===== config.mk =====
export PLATFORM = sky130hd
export DESIGN_NAME = reg_file_sb
export DESIGN_NICKNAME = d
export VERILOG_FILES = /design/src/rtl/reg_file_sb.sv
export SDC_FILE = /design/constraint.sdc
export NUM_CORES = 1
export LEC_CHECK = 0
export ABC_AREA = 1
export BUFFER_PORTS_ARGS = -buffer_cell sky130_fd_sc_hd__buf_2
export CAP_MARGIN = 25
export CORE_MARGIN = 1.5
export CORE_UTILIZATION = 25
export CTS_CLUSTER_SIZE = 24
export DETAILED_ROUTE_END_ITERATION = 16
export GPL_TIMING_DRIVEN = 1
export PLACE_DENSITY = 0.42
export SETUP_SLACK_MARGIN = 0.02
export SLEW_MARGIN = 20
export SYNTH_ARGS = -nofsm -noshare
export SYNTH_HDL_FRONTEND = slang
export SYNTH_SLANG_ARGS = --single-unit

===== constraint.sdc =====
create_clock -name clk -period 4.73 [get_ports clk]
set_input_delay 0.2365 -clock clk [delete_from_list [all_inputs] [get_ports clk]]
set_output_delay 0.2365 -clock clk [all_outputs]
set_load 0.01 [all_outputs]

===== src/rtl/reg_file_sb.sv =====
`default_nettype none
// ============================================================================
// Module   : reg_file_sb
// Purpose  : Architectural register file with an integrated per-register
//            pending-write scoreboard. Two combinational read ports, one
//            writeback port, a dedicated PC write port, and optional
//            same-cycle writeback forwarding.
// Ports    : clk, rst            - clock (rising edge), async active-high reset
//            A1/A2 -> D1/D2      - combinational read ports
//            busy1/busy2         - read address still has a write outstanding
//                                  after this cycle's retire
//            wr_en/A3/Data_in    - writeback port (also retires a reservation)
//            pc_write/pc_in      - PC register write port, pc_out its contents
//            rsv_en/rsv_addr     - reserve a destination, rsv_ok = accepted
//            flush               - clear every pending counter
//            regs_flat           - debug view, reg i at [i*DATA_W +: DATA_W]
// Revision : 1.0 - initial release
// ============================================================================
module reg_file_sb #(
    parameter int DATA_W = 16,
    parameter int NREG   = 8,
    parameter int ADDR_W = 3,
    parameter int PC_IDX = 0,
    parameter int PEND_W = 2,
    parameter int BYPASS = 1
) (
    input  logic                   clk,
    input  logic                   rst,
    input  logic [ADDR_W-1:0]      A1,
    input  logic [ADDR_W-1:0]      A2,
    output logic [DATA_W-1:0]      D1,
    output logic [DATA_W-1:0]      D2,
    output logic                   busy1,
    output logic                   busy2,
    input  logic                   wr_en,
    input  logic [ADDR_W-1:0]      A3,
    input  logic [DATA_W-1:0]      Data_in,
    input  logic                   pc_write,
    input  logic [DATA_W-1:0]      pc_in,
    output logic [DATA_W-1:0]      pc_out,
    input  logic                   rsv_en,
    input  logic [ADDR_W-1:0]      rsv_addr,
    output logic                   rsv_ok,
    input  logic                   flush,
    output logic [NREG*DATA_W-1:0] regs_flat
);

    localparam logic [ADDR_W-1:0] c_PC_ADDR  = ADDR_W'(PC_IDX);
    localparam logic [PEND_W-1:0] c_PEND_MAX = '1;

    logic [DATA_W-1:0] regs_q [NREG];
    logic [DATA_W-1:0] regs_d [NREG];
    logic [PEND_W-1:0] pend_q [NREG];
    logic [PEND_W-1:0] pend_d [NREG];

    logic w_hit1;
    logic w_hit2;
    logic w_ret1;
    logic w_ret2;
    logic w_rsv_take;
    logic w_retire;

    // ------------------------------------------------------------------
    // Reads: stored value, optionally overridden by this cycle's writes.
    // pc_in is applied last so it beats Data_in on the PC register.
    // ------------------------------------------------------------------
    always_comb begin
        D1     = regs_q[A1];
        D2     = regs_q[A2];
        pc_out = regs_q[c_PC_ADDR];
        if (BYPASS != 0) begin
            if (wr_en && (A3 == A1))           D1 = Data_in;
            if (pc_write && (A1 == c_PC_ADDR)) D1 = pc_in;
            if (wr_en && (A3 == A2))           D2 = Data_in;
            if (pc_write && (A2 == c_PC_ADDR)) D2 = pc_in;
            if (wr_en && (A3 == c_PC_ADDR))    pc_out = Data_in;
            if (pc_write)                      pc_out = pc_in;
        end
    end

    // ------------------------------------------------------------------
    // Busy flags look past this cycle's retire. Without forwarding, a
    // same-cycle writeback to the read address must also stall because
    // the reader would see stale data.
    // ------------------------------------------------------------------
    always_comb begin
        w_hit1 = wr_en && (A3 == A1);
        w_hit2 = wr_en && (A3 == A2);
        w_ret1 = w_hit1 && (pend_q[A1] != '0);
        w_ret2 = w_hit2 && (pend_q[A2] != '0);
        busy1  = (pend_q[A1] - PEND_W'(w_ret1)) != '0;
        busy2  = (pend_q[A2] - PEND_W'(w_ret2)) != '0;
        if (BYPASS == 0) begin
            busy1 = busy1 || w_hit1;
            busy2 = busy2 || w_hit2;
        end
    end

    assign rsv_ok = (pend_q[rsv_addr] != c_PEND_MAX);

    // ------------------------------------------------------------------
    // Next-state for data registers: pc_write applied after wr_en so it
    // wins when both target the PC register.
    // ------------------------------------------------------------------
    always_comb begin
        regs_d = regs_q;
        if (wr_en)    regs_d[A3]        = Data_in;
        if (pc_write) regs_d[c_PC_ADDR] = pc_in;
    end

    // ------------------------------------------------------------------
    // Next-state for pending counters. The increment reads pend_q while
    // the decrement reads pend_d, so a reserve and retire on the same
    // register cancel. rsv_ok guarantees the increment cannot wrap, and
    // the retire only fires on a nonzero count so it cannot underflow.
    // ------------------------------------------------------------------
    always_comb begin
        pend_d     = pend_q;
        w_rsv_take = rsv_en && rsv_ok;
        w_retire   = wr_en && (pend_q[A3] != '0);
        if (w_rsv_take) pend_d[rsv_addr] = pend_q[rsv_addr] + PEND_W'(1);
        if (w_retire)   pend_d[A3]       = pend_d[A3] - PEND_W'(1);
        if (flush) begin
            for (int i = 0; i < NREG; i++) pend_d[i] = '0;
        end
    end

    always_ff @(posedge clk or posedge rst) begin
        if (rst) begin
            for (int i = 0; i < NREG; i++) begin
                regs_q[i] <= '0;
                pend_q[i] <= '0;
            end
        end else begin
            regs_q <= regs_d;
            pend_q <= pend_d;
        end
    end

    for (genvar gi = 0; gi < NREG; gi++) begin : g_flat
        assign regs_flat[gi*DATA_W +: DATA_W] = regs_q[gi];
    end

endmodule
`default_nettype wire


=== Word level (Yosys, flattened, before mapping) ===
Cells that the tools add are included.

* Register bits after elaboration: 144
* Output and inout bits: 179
* Word-level logic and storage cells: 94
* Input bits: 50

* Order comparisons: 6
* Add/subtract/negate cells: 4
* Eq/ne operators: 3
* Reduce and logical (&&, ||, !) cells: 20
* Bitwise logic cells: 4
* Multiplexer cells: 41

{| class="wikitable"
|+ Operators with widths
! operator !! number
|-
| $mux 16 || 15
|-
| $bwmux 128 || 1
|-
| $mux 128 || 1
|-
| $bmux 16 s3 || 2
|-
| $demux 16 s3 || 1
|-
| $bwmux 16 || 2
|-
| $bmux 2 s3 || 5
|-
| $mux 2 || 12
|-
| $ge 4x4->1 const B || 4
|-
| $not 3->4 || 4
|-
| $demux 2 s3 || 2
|-
| $reduce_bool 2->1 || 6
|-
| $logic_and 1x1->1 || 11
|-
| $logic_not 3->1 || 3
|-
| $lt 4x1->1 const B || 2
|-
| $eq 3x3->1 || 2
|-
| $sub 2x1->2 || 2
|-
| $add 2x1->2 const B || 1
|-
| $ne 2x2->1 const B || 1
|-
| $sub 2x1->2 const B || 1
|}

=== Logic depth before layout (Yosys ltp) ===
* Word-level depth: 14
* Mapped depth: 23
* Mapped depth without buffers: 23

=== Least setup slack after synthesis ===
No wires, ideal clock.

* Path type: reg2reg
* Start: reg pend_q[12] in the netlist's numbering
* End: reg pend_q[13] in the netlist's numbering
* Slack: 2299 ps
* Period minus slack after synthesis: 2431 ps
* Path buffers: 0
* Required time: 4612 ps
* Cell stages (with the launch flop): 20
* Data arrival time: 2313 ps
* Library setup time: 118 ps
* Path through: dfrtp_1 -> inv_1 -> nand2_1 -> nand3_1 -> nand2_2 -> nor2_4 -> inv_1 -> ha_1 -> inv_1 -> nand2_1 -> inv_1 -> nand2_1 -> o21ai_0 -> nand2_1 -> nand2_1 -> nor2_1 -> nand2_1 -> nand3_2 -> a21oi_1 -> nor2_1

{| class="wikitable"
|+ RTL lines
! element !! line !! source
|-
| from (decl) || 53 || <nowiki>logic [PEND_W-1:0] pend_q [NREG];</nowiki>
|-
| from (signal assigned) || 136 || <nowiki>pend_q <= pend_d;</nowiki>
|}

==> results.cfg <==
[outcome]
status = finished, final reports clean

[yosys]
ys_async_sr_fraction_pct = 100.0
ys_seq_area_share_pct = 38.32
synthTopCellsByCount = o21ai_0, nand2_1, nor2_1
yosysUniqueCellTypes = 34
synth_seq_cells = 144
yosys.area.top_type_share_pct = 38.32
ys_warn_count = 0
synth_top_cells_by_area = dfrtp_1, o21ai_0, nand2_1
synth_area_mm2 = 0.009404
synth_nets = 1421
synthFlopType = dfrtp_1
yosysMostFrequentCell = o21ai_0
synthesis.instances = 1370
synth_top_area_cell = dfrtp_1
synth-edff-count = 0
synth.avg_cell_area_um2 = 6.864

[critical_path]
startpoint_type = flip-flop
required_ns = 5.05
cp_num_buf_inv = 6
path_cells = inv_1 > nand2_1 > nand3_2 > nand2_2 > nor2_4 > inv_1 > ha_1 > inv_1 > nand2_1 > inv_1 > nand3_1 > inv_1 > nand2_1 > nand3_1 > nand2_2 > nor2_4 > nand2_4 > o211ai_1 > inv_1
end_kind = flip-flop
critical-path-top-delay-family = simple AND/OR/NAND/NOR gates
path_max_fanout = 9
critPathMaxStageDelay_ns = 0.42
path_common_cell = inv_1
critPathArrivalTime_ns = 3.38
critPathKind = reg -> reg
cp_slowest_cell = dfrtp_1

[timing]
clock_skew_ns = 0.003670
drv_slew = 0
finalCritPeriodShare_pct = 64.58
hold_violations = 0
tightest_slew_ns = 0.9450
fmaxAchievable_ghz = 0.3274
relSlewSlack_pct = 36.93
grt_setup_unrepaired = false
fin_tns_setup_ns = 0
setup_viol = 0
fin_crit_ns = 3.055

[die]
rows = 70
fp.coreArea_mm2 = 0.03679
dieArea_mm2 = 0.03879
ios = 229
chipWidth_um = 197.0
initial_core_util_pct = 25.56
die_y_um = 197.0

[global_routing]
grt_max_degree = 84
grt_pass1_wl_mm = 66.58
grt_pass1_vias = 9917
grtUsageTotal_pct = 23.09
gr-total-overflow = 0
antenna_found_initial = 1

[power_and_ir_drop]
power_density_mw_per_mm2 = 371.1
pwr-share-seq_pct = 39.2
total_power_mw = 4.278
p_clk_share_pct = 31.5
power_frac_comb_pct = 29.2
internal_power_mw = 2.643
p_sw_mw = 1.635
p_leak_nw = 5.559
max-vdd-ir-drop_uv = 263.4
switching_share_pct = 38.22

[drt]
dr.pass1.iters = 6
routedWlPerCell_um = 22.13
vias = 10720
drtIter0Drc = 1044
drc = 0
wl_mm = 44.92
final_antenna_net_count = 0
via_per_inst = 5.280

[clock_network]
cts_setup_buffers = 0
clock-root-buffer = clkbuf_16
cts_tree = built
clk_latency_ns = 0.44
cts_sinks = 144
clk_pin_slew_ns = 0.06
clk_path_buf_depth = 2
cts_made_buffers = 17
ctsHtreeMaxLevel = 4

[placed_design]
dp_hpwl_mm = 31.16
place_congestion = 0.8540
io_buffers = 228
place_area_mm2 = 0.01096

[worst_hold_path]
hp-class = in -> reg

[flow_run]
maxCapViolCount = 0

[cells_and_area]
n_fill_cell = 4090
nets = 1601
stdcell_area_mm2 = 0.01153
diodes = 0
drive_above_1_share_pct = 20.23
areaGrowthSynthToFinish_pct = 22.59
==> registers in the layout, summed over array words and instances, names as in the netlist <==
name       cells
pend_q        16
regs_flat    128
==> tightest hold or removal path, cell delays in order <==
cell and delay, ns:
buf_2 0.13, nand2_1 0.05, o21ai_0 0.06
==> path summary, 6_finish.rpt <==
kind / from / endpoint / slack, ns / depth (start not counted)
max: pend_q[6]$_DFF_PP0_ / pend_q[12]$_DFF_PP0_ / 1.68 / 19
min: Data_in[1] / regs_flat[81]$_DFFE_PP0P_ / 0.08 / 3
max reg2reg: pend_q[6]$_DFF_PP0_ / pend_q[12]$_DFF_PP0_ / 1.68 / 19
min reg2reg: regs_flat[41]$_DFFE_PP0P_ / regs_flat[41]$_DFFE_PP0P_ / 0.53 / 2
max in group asynchronous: rst / pend_q[13]$_DFF_PP0_ / 3.18 / 4
min in group asynchronous: rst / regs_flat[113]$_DFFE_PP0P_ / 0.40 / 3
==> cells in the final DEF (no fill, tap or decap), types with 3 or more instances in the layout <==
cell	count
clkinv_2	4
inv_2	5
a31oi_1	15
nand4_1	3
o221ai_1	6
o21ai_0	311
nand2_1	264
nand3_1	51
a21oi_1	63
clkbuf_16	17
nor2_2	6
o311ai_0	4
nand3_2	4
o211ai_1	82
nor2_4	3
clkbuf_8	3
nor2_1	148
nand2_2	6
inv_1	115
a22oi_1	4
dfrtp_1	144
a21oi_2	7
buf_2	227
clkinv_1	4
o22ai_1	20
buf_4	24
==> cell families after synthesis <==
logic type / share of synthesized area (%)
AO/OA/AOI/OAI: 31.28
flip-flops: 38.32
adder cells (fa/ha/maj): 0.1330
buffers and inverters: 8.768
AND/OR/NAND/NOR: 21.50
==> repair_timing <==
item	in CTS	in global routing
hold buffers	1	0
endpoints found under the setup margin	0	0
gates resized for setup	0	0
endpoints found under the hold margin	48	0
==> power groups by stage <==
stage | Clock, mW | Sequential, mW | Combinational (mW)
final | 1.35 | 1.68 | 1.25
after global routing | 1.42 | 1.71 | 1.40
after CTS | 1.38 | 1.67 | 1.26
after detailed placement | 0 | 1.69 | 1.26
after global placement | 0 | 1.70 | 1.25
after floorplan | 0 | 1.71 | 0.615
==> routing by layer <==
metal / vias up / GRT usage, % / part of all wire (%)
li1: 5051 / - / -
met1: 5192 / 31.84 / 46
met2: 429 / 36.13 / 45
met3: 45 / 4.877 / 7.1
met4: 2 / 6.955 / 2.1
met5: - / 0 / 0.029
==> cell type report <==
type	instances	area, µm²	area share (%)
Timing Repair Buffer	252	1326	11.50
Clock buffer	22	474.2	4.113
Clock inverter	9	83.83	0.7272
Multi-Input combinational cell	1010	4981	43.21
Inverter	125	474.2	4.113
Tap cell	468	585.6	5.079
Sequential cell	144	3603	31.26
==> through the flow <==
step / setup slack (ns) / cells / util [%] / hold WS [ns]
4_1_cts: 1.648 / 2030 / 31.34 / 0.05492
5_1_grt: 1.359 / 2030 / 31.34 / 0.08110
2_1_floorplan: 0.6272 / 1370 / - / 0.3575
3_5_place_dp: 1.617 / 1998 / 29.80 / 0.3355
3_3_place_gp: 1.653 / 1998 / 29.80 / 0.3297
6_report: 1.676 / 2030 / 31.34 / 0.07760
Note: power is estimated with default switching activity, not from simulation.
